===== src/rtl/lb_event_irq_ctrl_pkg.sv =====
// Shared definitions for the PicoBlaze event interrupt scheduler:
// default sizing and the scheduler FSM state encoding.
package lb_event_irq_ctrl_pkg;

    localparam int DEF_N_CH = 8;
    localparam int DEF_ID_W = 3;

    // Scheduler states: IDLE searches, ACTIVE holds interrupt, GAP forces a low cycle.
    typedef enum logic [1:0] {
        ST_IDLE   = 2'd0,
        ST_ACTIVE = 2'd1,
        ST_GAP    = 2'd2
    } irq_state_e;

endpackage


===== src/rtl/lb_event_irq_ctrl_edge_sync.sv =====
// Three-flop synchroniser with rising-edge detect for one asynchronous event line.
// s0/s1 resolve metastability; s2 remembers the previous synchronised level so a
// held level yields exactly one rise pulse.
module lb_edge_sync (
    input  logic clk,
    input  logic reset,
    input  logic d,
    output logic rise
);

    // sync_q[0] = s0, sync_q[1] = s1, sync_q[2] = s2
    logic [2:0] sync_q;
    logic [2:0] sync_d;

    // Next value of the shift chain: new sample enters at s0.
    always_comb begin
        sync_d = {sync_q[1:0], d};
    end

    // Synchroniser shift register; reset discards any edge in flight.
    always_ff @(posedge clk) begin
        if (reset) begin
            sync_q <= 3'b000;
        end else begin
            sync_q <= sync_d;
        end
    end

    assign rise = sync_q[1] & ~sync_q[2];

endmodule


===== src/rtl/lb_event_irq_ctrl.sv =====
// Interrupt scheduler for PicoBlaze: captures rising edges on N_CH event lines as
// pending requests, then shares the single interrupt input between the channels
// in round-robin order with an interrupt/ack handshake and a forced low GAP cycle.
module lb_event_irq_ctrl
    import lb_event_irq_ctrl_pkg::*;
#(
    parameter int N_CH = DEF_N_CH,
    parameter int ID_W = DEF_ID_W
) (
    input  logic            clk,
    input  logic            reset,
    input  logic [N_CH-1:0] event_in,
    input  logic [N_CH-1:0] enable_mask,
    input  logic            interrupt_ack,
    input  logic            clear_ovf,
    output logic            interrupt,
    output logic [ID_W-1:0] event_id,
    output logic [N_CH-1:0] pending,
    output logic [N_CH-1:0] overflow
);

    logic [N_CH-1:0] rise_s;
    logic [N_CH-1:0] eligible_s;
    logic [N_CH-1:0] grant_vec_s;
    logic [N_CH-1:0] ovf_set_s;
    logic [N_CH-1:0] pending_q, pending_d;
    logic [N_CH-1:0] overflow_q, overflow_d;
    logic [ID_W-1:0] last_grant_q, last_grant_d;
    logic [ID_W-1:0] event_id_q, event_id_d;
    logic [ID_W-1:0] winner_s;
    logic [ID_W-1:0] cand_s;
    logic            found_s;
    logic            interrupt_q, interrupt_d;
    int              rr_idx_s;
    irq_state_e      state_q, state_d;

    // One synchroniser/edge detector per event channel.
    for (genvar g = 0; g < N_CH; g++) begin : g_sync
        lb_edge_sync u_sync (
            .clk   (clk),
            .reset (reset),
            .d     (event_in[g]),
            .rise  (rise_s[g])
        );
    end

    assign eligible_s = pending_q & enable_mask;

    // Round-robin search: first eligible channel after last_grant, wrapping modulo N_CH.
    always_comb begin
        winner_s = {ID_W{1'b0}};
        found_s  = 1'b0;
        rr_idx_s = 0;
        cand_s   = {ID_W{1'b0}};
        for (int off = 1; off <= N_CH; off++) begin
            rr_idx_s = (int'(last_grant_q) + off) % N_CH;
            cand_s   = ID_W'(rr_idx_s);
            if (!found_s && eligible_s[cand_s]) begin
                found_s  = 1'b1;
                winner_s = cand_s;
            end else begin
                found_s  = found_s;
            end
        end
    end

    // Scheduler FSM next state, grant decision and registered-output next values.
    always_comb begin
        state_d      = state_q;
        interrupt_d  = interrupt_q;
        event_id_d   = event_id_q;
        last_grant_d = last_grant_q;
        grant_vec_s  = {N_CH{1'b0}};
        case (state_q)
            ST_IDLE: begin
                if (found_s) begin
                    grant_vec_s  = {{(N_CH-1){1'b0}}, 1'b1} << winner_s;
                    event_id_d   = winner_s;
                    last_grant_d = winner_s;
                    interrupt_d  = 1'b1;
                    state_d      = ST_ACTIVE;
                end else begin
                    state_d      = ST_IDLE;
                end
            end
            ST_ACTIVE: begin
                // event_id is frozen here; only the ack moves us on.
                if (interrupt_ack) begin
                    interrupt_d = 1'b0;
                    state_d     = ST_GAP;
                end else begin
                    interrupt_d = 1'b1;
                end
            end
            ST_GAP: begin
                interrupt_d = 1'b0;
                state_d     = ST_IDLE;
            end
            default: begin
                interrupt_d = 1'b0;
                state_d     = ST_IDLE;
            end
        endcase
    end

    // Pending/overflow update: a rise on the grant cycle re-arms pending instead of overflowing;
    // a new overflow beats a coincident clear.
    always_comb begin
        ovf_set_s = rise_s & pending_q & ~grant_vec_s;
        pending_d = (pending_q & ~grant_vec_s) | rise_s;
        if (clear_ovf) begin
            overflow_d = ovf_set_s;
        end else begin
            overflow_d = overflow_q | ovf_set_s;
        end
    end

    // State and output registers with synchronous reset; search restarts at channel 0.
    always_ff @(posedge clk) begin
        if (reset) begin
            state_q      <= ST_IDLE;
            interrupt_q  <= 1'b0;
            event_id_q   <= {ID_W{1'b0}};
            last_grant_q <= ID_W'(N_CH - 1);
            pending_q    <= {N_CH{1'b0}};
            overflow_q   <= {N_CH{1'b0}};
        end else begin
            state_q      <= state_d;
            interrupt_q  <= interrupt_d;
            event_id_q   <= event_id_d;
            last_grant_q <= last_grant_d;
            pending_q    <= pending_d;
            overflow_q   <= overflow_d;
        end
    end

    assign interrupt = interrupt_q;
    assign event_id  = event_id_q;
    assign pending   = pending_q;
    assign overflow  = overflow_q;

endmodule

===== config.mk =====
export PLATFORM = sky130hd
export DESIGN_NAME = lb_event_irq_ctrl
export DESIGN_NICKNAME = d
export VERILOG_FILES = /design/src/rtl/lb_event_irq_ctrl_pkg.sv /design/src/rtl/lb_event_irq_ctrl_edge_sync.sv /design/src/rtl/lb_event_irq_ctrl.sv
export SDC_FILE = /design/constraint.sdc
export NUM_CORES = 1
export LEC_CHECK = 0
export CAP_MARGIN = 20
export CORE_MARGIN = 2
export CORE_UTILIZATION = 30
export DETAILED_ROUTE_END_ITERATION = 10
export PLACE_DENSITY = 0.56
export SETUP_SLACK_MARGIN = 0.5
export SLEW_MARGIN = 10
export SYNTH_ARGS = -nofsm -noshare
export SYNTH_HDL_FRONTEND = slang
export SYNTH_SLANG_ARGS = --single-unit

===== constraint.sdc =====
create_clock -name clk -period 4.2 [get_ports clk]
set_input_delay 0.84 -clock clk [delete_from_list [all_inputs] [get_ports clk]]
set_output_delay 0.84 -clock clk [all_outputs]
set_load 0.05 [all_outputs]

==> results.toml <==
[critical_path]
path_buf_inv = 3
cp.arrival_ps = 3750
cp.depth = 11
startpoint = "enable_mask[6]"
crit_path_end = "overflow[7]"
worstPathRequired_ps = 4380
crit_type = "in2reg"
slowest_stage = "clkdlybuf4s50_1"
end_kind = "flip-flop"
cp_top_family = "compound AO/OA/AOI/OAI gates"
critPathMaxStageDelay_ps = 510
cp_cell_sequence = "clkdlybuf4s50_1 > nand2_1 > mux4_2 > buf_4 > mux2_2 > a221o_1 > a221oi_4 > o31ai_4 > buf_4 > a2111oi_2 > o31ai_1"
rr_startpoint = "last_grant_q[0]"
cpMostUsedCell = "buf_4"
r2r_slack_ps = 810
worstSetupStartpointType = "primary input"
crit_fanout = 4
r2r-end = "overflow[2]"
r2r_cells = 11

[sta]
min_period_ps = 3570
finalCritPeriodShare = 0.850
max_slew.worst_pin.slew_ps = 653
setup_violations = 0
timing_hold_violations_final = 0
fmax_mhz = 280
rsz0062_at_grt = "false"
relSlewSlack = 0.563
fin_skew_ps = 9.59
drv_slew = 0

[grt]
use_met3 = 0.0253
met2_usage = 0.234
grt_pass1_vias = 2282
busiest_layer = "met2"
antenna_found_initial = 0
grt_util_met1 = 0.199
overflow = 0
grt_usage = 0.147
grt_max_degree = 37
grt_pass1_wl_um = 11700

[die]
dieWidth_um = 99.5
num_io_pins = 40
dieArea_um2 = 9900
die_y_um = 99.5
core_um2 = 8760
initial_core_util = 0.312
row_count = 34

[yosys]
synth_cell_types = 61
syn-cell-area_um2 = 2740
yosys_register_bits = 49
synth_ff_type = "dfxtp_1"
synthCells = 281
synth.avg_cell_area_um2 = 9.73
ys_seq_area_frac = 0.359
synth_edf_count = 0
async_flop_share = 0
synth_common_cells = "dfxtp_1, nand2_1, nor2b_1"
synth_top_area_share = 0.359
yosys_warnings = 0
yosysTopAreaCell = "dfxtp_1"
syn-num-nets = 303
ys_top_cells_by_area = "dfxtp_1, mux4_2, nor2b_1, nand2_1, nand2b_1"
synth.most_common_cell = "dfxtp_1"

[route]
drc = 0
vias_per_cell = 5.39
first_pass_iters = 5
route.vias.total = 2393
wl_um = 7150
drtIter0Drc = 115
wl_per_cell_um = 16.1
ant_nets = 0

[cells_and_area]
final_cell_count_no_fill = 444
num-nets-final = 357
syn2layout_area_growth_pct = 28.2
diodes = 0
drive_above_1_share = 0.205
n_fill_cell = 871
design_area_um2 = 3510

[outcome]
status = "complete, no violations"

[cts]
clock_sinks = 49
cts-buffers-inserted = 5
ctsHoldBuffers = 0
root_buffer = "clkbuf_8"
clkTransAtPathRegs_ps = 90
cts_max_level = 2
cts_tree = "done"
max-clock-path-buffers = 2
clock_latency_ps = 300

[placed_design]
place_area_um2 = 3310
place_congestion = 0.934
port-buffer-count = 39
dp.cells = 432
dp.final_hpwl_um = 5390

[flow_run]
drv_cap = 0

[power]
p_leak_nw = 1.25
powerDensity_nw_per_um2 = 596
ir_worst_vdd_uv = 283
p_total_mw = 2.09

[hold_path]
hold_class = "reg2reg"
==> per-stage QoR <==
stage,TNS (ps),worst slack (ps),hold WS [ps],utilization
floorplan,0,929,414,-
global placement,-232,-61.9,419,0.377
detailed placement,0,127,425,0.377
CTS,0,537,448,0.389
global route,0,500,464,0.400
finish,0,630,442,0.400
==> cells by family after synthesis <==
kind of cell             count (synthesis)  synth area share
adder cells (fa/ha/maj)                  2           0.00915
buffers and inverters                   20            0.0398
AND/OR/NAND/NOR                        111             0.236
flip-flops                              49             0.359
multiplexers                            19             0.134
AO/OA/AOI/OAI                           77             0.207
XOR/XNOR                                 3            0.0151
==> power by group <==
group          internal, mW  leakage (nW)  switching [mW]
Combinational         0.530         0.801           0.730
Sequential            0.512         0.402          0.0428
Clock                 0.118        0.0445           0.158
Total                  1.16          1.25           0.931
==> area by class of cell <==
class	count	area, um2	area share
Multi-Input combinational cell	212	1720	0.489
Tap cell	108	135	0.0385
Clock buffer	5	68.8	0.0196
Inverter	6	22.5	0.00642
Sequential cell	49	981	0.280
Timing Repair Buffer	61	562	0.160
Clock inverter	3	21.3	0.00606
==> flip-flops by register name, summed over array words and instances, names as in the netlist <==
register and cells:
pending 8, state_q 2, overflow 8, last_grant_q 3, event_id 3, g_sync.u_sync.sync_q 24
interrupt 1
==> metal layers <==
layer | up-vias | routed length [um]
met4 | 0 | 234
met3 | 22 | 419
met2 | 91 | 3410
li1 | 1159 | -
met5 | - | 0
met1 | 1121 | 3080
==> worst min path at each step <==
stage,cells after the start,endpoint,from,slack (ps)
detailed placement,1,g_sync[4].u_sync.sync_q[1],g_sync[4].u_sync.sync_q[0],420
finish,1,g_sync[7].u_sync.sync_q[1],g_sync[7].u_sync.sync_q[0],440
global route,1,g_sync[5].u_sync.sync_q[1],g_sync[5].u_sync.sync_q[0],460
floorplan,1,g_sync[0].u_sync.sync_q[1],g_sync[0].u_sync.sync_q[0],410
global placement,1,g_sync[3].u_sync.sync_q[1],g_sync[3].u_sync.sync_q[0],420
CTS,1,g_sync[7].u_sync.sync_q[1],g_sync[7].u_sync.sync_q[0],450
==> what timing repair did <==
action,CTS,global route
gates resized for setup,4,14
endpoints found under the hold margin,0,0
pin swaps,0,6
endpoints found under the setup margin,5,16
buffers inserted,0,4
==> cell usage in the layout (no fill, tap or decap), types with 2 or more instances in the layout <==
master and count:
a211oi_1 3, a21boi_0 3, a21oi_1 11, and2_1 6, buf_4 20, buf_6 2, clkbuf_8 5, clkdlybuf4s50_1 38
dfxtp_1 49, ha_1 2, inv_1 6, mux2_2 2, mux2i_1 3, mux4_2 13, nand2_1 25, nand2b_1 13
nand3_1 10, nor2_1 13, nor2b_1 25, nor3_1 5, o2111a_1 2, o211ai_1 6, o21a_1 5, o21a_2 2
o21ai_0 7, o21ai_1 4, o22ai_1 4, o31ai_1 8, o41ai_4 2, or2_2 3
Power figures use the tool's default switching activity.
